--- src/rtl/regfile_read_arbiter.sv ---
// Round-robin arbiter sharing one 16:1 register-file read mux among four requesters.
// Latency: grant at E0 drives mux_sel, data captured at E1, ack pulses E1-E2; one read per 3 cycles.
// Backpressure: requesters hold req/addr until their ack; losers simply wait, no abort path.
//
// Ports:
//   clk, reset_n   - clock (rising edge) and asynchronous active-low reset
//   req[3:0]       - level request per requester, held until ack
//   addr           - packed per-requester register addresses, SEL_W bits each
//   mux_sel        - registered select to the external read mux
//   mux_data       - combinational read-mux output, sampled one cycle after mux_sel changes
//   ack[3:0]       - one-hot, single-cycle acknowledge; rdata valid with it
//   rdata          - registered read data, held between acks
//   owner          - current / most recent grant index
//   busy           - high while a read is in flight (READ or ACK)

module regfile_read_arbiter #(
  parameter int DATA_W = 16,
  parameter int SEL_W  = 4
) (
  input  logic                 clk,
  input  logic                 reset_n,
  input  logic [3:0]           req,
  input  logic [4*SEL_W-1:0]   addr,
  output logic [SEL_W-1:0]     mux_sel,
  input  logic [DATA_W-1:0]    mux_data,
  output logic [3:0]           ack,
  output logic [DATA_W-1:0]    rdata,
  output logic [1:0]           owner,
  output logic                 busy
);

  typedef enum logic [1:0] {
    IDLE = 2'd0,
    READ = 2'd1,
    ACK  = 2'd2
  } state_t;

  state_t              state, state_nxt;
  logic [1:0]          last_grant, last_grant_nxt;
  logic [SEL_W-1:0]    mux_sel_nxt;
  logic [3:0]          ack_nxt;
  logic [DATA_W-1:0]   rdata_nxt;
  logic [1:0]          owner_nxt;
  logic                busy_nxt;

  logic [1:0]          winner;
  logic                win_vld;
  logic [1:0]          cand;
  logic [SEL_W-1:0]    win_addr;

  // Round-robin pick: scan starting one past the last grant so the previous
  // winner ends up with the lowest priority. last_grant resets to 3, which
  // makes requester 0 the first in line after reset.
  always_comb begin
    winner  = last_grant;
    win_vld = 1'b0;
    cand    = last_grant;
    for (int k = 1; k <= 4; k++) begin
      cand = last_grant + 2'(k);
      if (!win_vld && req[cand]) begin
        winner  = cand;
        win_vld = 1'b1;
      end
    end
  end

  // Address of the candidate winner; only registered at the grant edge, so
  // later addr changes cannot disturb an in-flight read.
  always_comb begin
    win_addr = '0;
    for (int i = 0; i < 4; i++) begin
      if (winner == 2'(i)) begin
        win_addr = addr[SEL_W*i +: SEL_W];
      end
    end
  end

  // State register.
  always_ff @(posedge clk or negedge reset_n) begin
    if (!reset_n) begin
      state <= IDLE;
    end else begin
      state <= state_nxt;
    end
  end

  // Next-state and next-output logic. ack defaults to zero so it can only
  // ever be a single-cycle pulse out of READ.
  always_comb begin
    state_nxt      = state;
    mux_sel_nxt    = mux_sel;
    owner_nxt      = owner;
    busy_nxt       = busy;
    rdata_nxt      = rdata;
    ack_nxt        = 4'b0000;
    last_grant_nxt = last_grant;

    unique case (state)
      IDLE: begin
        if (win_vld) begin
          mux_sel_nxt = win_addr;
          owner_nxt   = winner;
          busy_nxt    = 1'b1;
          state_nxt   = READ;
        end
      end
      READ: begin
        // mux_data has had a full period to settle on the registered select.
        rdata_nxt = mux_data;
        ack_nxt   = 4'b0001 << owner;
        state_nxt = ACK;
      end
      ACK: begin
        busy_nxt       = 1'b0;
        last_grant_nxt = owner;
        state_nxt      = IDLE;
      end
      default: begin
        busy_nxt  = 1'b0;
        state_nxt = IDLE;
      end
    endcase
  end

  // Registered outputs and arbitration history.
  always_ff @(posedge clk or negedge reset_n) begin
    if (!reset_n) begin
      mux_sel    <= '0;
      ack        <= 4'b0000;
      rdata      <= '0;
      owner      <= 2'd0;
      busy       <= 1'b0;
      last_grant <= 2'd3;
    end else begin
      mux_sel    <= mux_sel_nxt;
      ack        <= ack_nxt;
      rdata      <= rdata_nxt;
      owner      <= owner_nxt;
      busy       <= busy_nxt;
      last_grant <= last_grant_nxt;
    end
  end

endmodule
--- config.mk ---
export PLATFORM = sky130hd
export DESIGN_NAME = regfile_read_arbiter
export DESIGN_NICKNAME = d
export VERILOG_FILES = /design/src/rtl/regfile_read_arbiter.sv
export SDC_FILE = /design/constraint.sdc
export NUM_CORES = 1
export LEC_CHECK = 0
export CORE_MARGIN = 1.5
export CORE_UTILIZATION = 25
export CTS_CLUSTER_SIZE = 25
export DETAILED_ROUTE_END_ITERATION = 6
export DONT_BUFFER_PORTS = 1
export PLACE_DENSITY = 0.38
export SETUP_SLACK_MARGIN = 0.2
export SLEW_MARGIN = 20
export SYNTH_ARGS = -nofsm -noshare
export SYNTH_HDL_FRONTEND = slang
export SYNTH_SLANG_ARGS = --single-unit
--- constraint.sdc ---
create_clock -name clk -period 1.48 [get_ports clk]
set_input_delay 0.148 -clock clk [delete_from_list [all_inputs] [get_ports clk]]
set_output_delay 0.148 -clock clk [all_outputs]
set_load 0.02 [all_outputs]
==> reports/results.ini <==
[global_route]
grt_start_max_net_pins = 32
antenna_found_initial = 0
grt_pass1_wl_mm = 4.95
overflow = 0
grt_pass1_vias = 1003
grtUsageTotal_pct = 10.9

[sta]
fin_crit_sh_pct = 106
worstMarginPinSlew_ps = 377
fmax_ghz = 0.639
rsz0062_at_grt = true
hold_viol = 0
final.setup.tns_ps = -276
worst_hold_slack_ps = 22.4
setup_viol = 4
finalCriticalPeriod_ps = 1570
skew_ps = 3.10
relSlewSlack_pct = 74.9
slew_violations = 0
fin_ws_ps = -85.7

[cells_and_area]
final_core_utilization_pct = 33.6
area_growth_pct = 26.9
antenna_cells = 0
drive_gt1_share_pct = 43.1
nNetsFinal = 167
fin_cells = 200

[placement]
io_buffers = 0
dpl.cell_count = 188
dp_hpwl_mm = 2.21
place.gp.congestion = 0.683

[worst_setup_path]
path_buf_inv = 1
critPathTopFamily = flip-flops
path_class = register to register
crit_chain = nand2_2 > and3_4 > buf_6 > o31a_1 > o21ai_1 > o211ai_1
end_kind = register
cpMaxStageDelayCell = dfstp_2
slowest_delay_ps = 580
critical_path.max_fanout = 6
r2r-start = last_grant[0]
rr_worst_depth = 6
required_ps = 1630
setup.worst_path.start_class = register
cp.arrival_ps = 1720
rr_endpoint = mux_sel[3]
ff2ff_setup_slack_ps = -90

[pwr]
internal-power_mw = 2.54
p_comb_share_pct = 35.0
total_power_mw = 4.22
max-vdd-ir-drop_uv = 834
p_sw_share_pct = 39.9
power.density_nw_per_um2 = 2400
pwr-share-clk_pct = 16.8
p_leak_nw = 0.749
p_sw_mw = 1.68
p_seq_share_pct = 48.2

[yosys]
synth-seq-area-share_pct = 56.1
yosysTopAreaCellShare_pct = 52.3
synth.cell_area_um2 = 1390
synth.area.top_cells = dfrtp_1 (52%), mux2_2 (14%), dfstp_2 (3.8%), nand2_1 (3.2%), mux2i_1 (2.9%)
ys_seq_elements = 31
synth_ff_type = dfrtp_1
avgSynthCellArea_um2 = 12.4
syn_nets = 150
synthTopCellsByCount = dfrtp_1 (29), mux2_2 (17), nand2_1 (12)
yosysTopAreaCell = dfrtp_1
synth-edff-count = 0
yosysWarningCount = 0
synth_cell_types = 27
synthCells = 112
async_flop_share_pct = 100
synth.most_common_cell = dfrtp_1

[clock_network]
cts_tree = built
cts_buffers = 5
clk_pin_slew_worst_paths_ps = 60
clock_latency_ps = 280
clk_path_buf_depth = 2
cts_max_level = 2
cts_root_buf = clkbuf_8
clkSinkCount = 31

[outcome]
status = finished with violations
violations = negative setup slack

[routing]
vias = 947
vias_per_cell = 4.74
wire_per_inst_um = 15.2
postRouteAntennaNets = 0
drt_first_iter_violations = 17
route.detailed.drc = 0
routed_wl_mm = 3.03
dr.pass1.iters = 3

[floorplanning]
chipWidth_um = 77.5
die_area_um2 = 6000
ioPinCount = 65
die_h_um = 77.5
core.rowCount = 26
design.core.area_um2 = 5240
initial_core_util_pct = 26.5

[worst_hold_path]
hold_class = primary input to register
hold_path_end = rdata[11]
min_from = mux_data[11]
hold_depth = 1

[run]
drv_cap = 0

[cell type report]
| cell class | count | area, µm² |
|---|---|---|
| multi-input combinational | 73 | 632 |
| inverter | 3 | 11.3 |
| timing repair buffer | 15 | 150 |
| fill | 534 | 3480 |
| sequential | 31 | 778 |
| clock buffer | 8 | 100 |
| tap | 70 | 87.6 |
[power by group through the flow]
stage / clock network [mW] / registers [mW] / logic, mW
finish: 0.710 / 2.03 / 1.48
global route: 0.787 / 2.09 / 1.66
CTS: 0.743 / 2.03 / 1.39
detailed placement: 0 / 2.05 / 1.27
global placement: 0 / 2.05 / 1.23
floorplan: 0 / 1.95 / 0.979
[kinds of logic after synthesis]
| family | count (synthesis) | share of synthesized area (%) |
|---|---|---|
| simple gates | 32 | 14.1 |
| flops | 31 | 56.1 |
| mux | 21 | 16.7 |
| compound gates | 20 | 10.3 |
| buf+inv | 8 | 2.80 |
[timing repair]
item,CTS,global route
hold buffers,2,0
resized for setup,12,13
endpoints found under the hold margin,31,0
pin swaps,9,5
gates cloned,0,0
setup buffers,1,1
endpoints found under the setup margin,6,12
[how the worst max path moves through the flow]
stage / start / to / cells past startpoint
final: last_grant[0] / mux_sel[3] / 6
after global routing: last_grant[0] / mux_sel[3] / 6
after CTS: last_grant[1] / mux_sel[0] / 4
after detailed placement: last_grant[1] / mux_sel[3] / 5
after global placement: last_grant[1] / mux_sel[3] / 5
after floorplan: last_grant[1] / mux_sel[0] / 6
[state kept, by name (all words and copies together) (netlist names)]
register	count
rdata	16
ack	4
mux_sel	4
last_grant	2
owner	2
state	2
busy	1
[through the flow]
step	area [µm²]	setup slack [ps]
6_report	1760	-85.7
5_1_grt	1760	-162
4_1_cts	1700	-120
3_5_place_dp	1530	-245
3_3_place_gp	1530	-192
2_1_floorplan	1400	-105
[cells in the final DEF, fill, tap and decap left out]
cell type,synthesis,routed
o21ai_0,7,2
mux2i_1,4,4
and2b_4,0,1
clkbuf_8,0,7
nor2_1,3,3
buf_12,0,1
and3b_1,2,1
clkbuf_1,3,1
a21oi_4,0,1
a211o_1,1,1
nand2_1,12,11
nand2b_1,3,2
inv_1,3,3
mux2_2,17,17
a32oi_1,1,1
nor3b_1,1,1
nand2b_4,0,1
o21ai_2,0,3
a21o_1,1,1
buf_4,0,7
o211ai_1,4,4
buf_6,1,6
and3b_2,0,1
dfstp_2,2,2
o31a_1,4,4
dlygate4sd3_1,0,1
and3_4,1,1
nor3_4,1,1
dfrtp_1,29,29
and3_1,1,1
nand2_2,0,1
nor2b_1,3,1
o22a_1,1,1
nor4b_2,0,4
o21ai_1,0,2
nor2b_2,0,2
[per-layer routing]
layer,vias up,track usage [%],part of all wire (%)
met5,-,0,0
met4,0,5.45,2.4
li1,439,-,-
met3,7,4.00,6.4
met1,461,11.9,40
met2,40,18.6,51
Note: power is estimated with default switching activity, not from simulation.
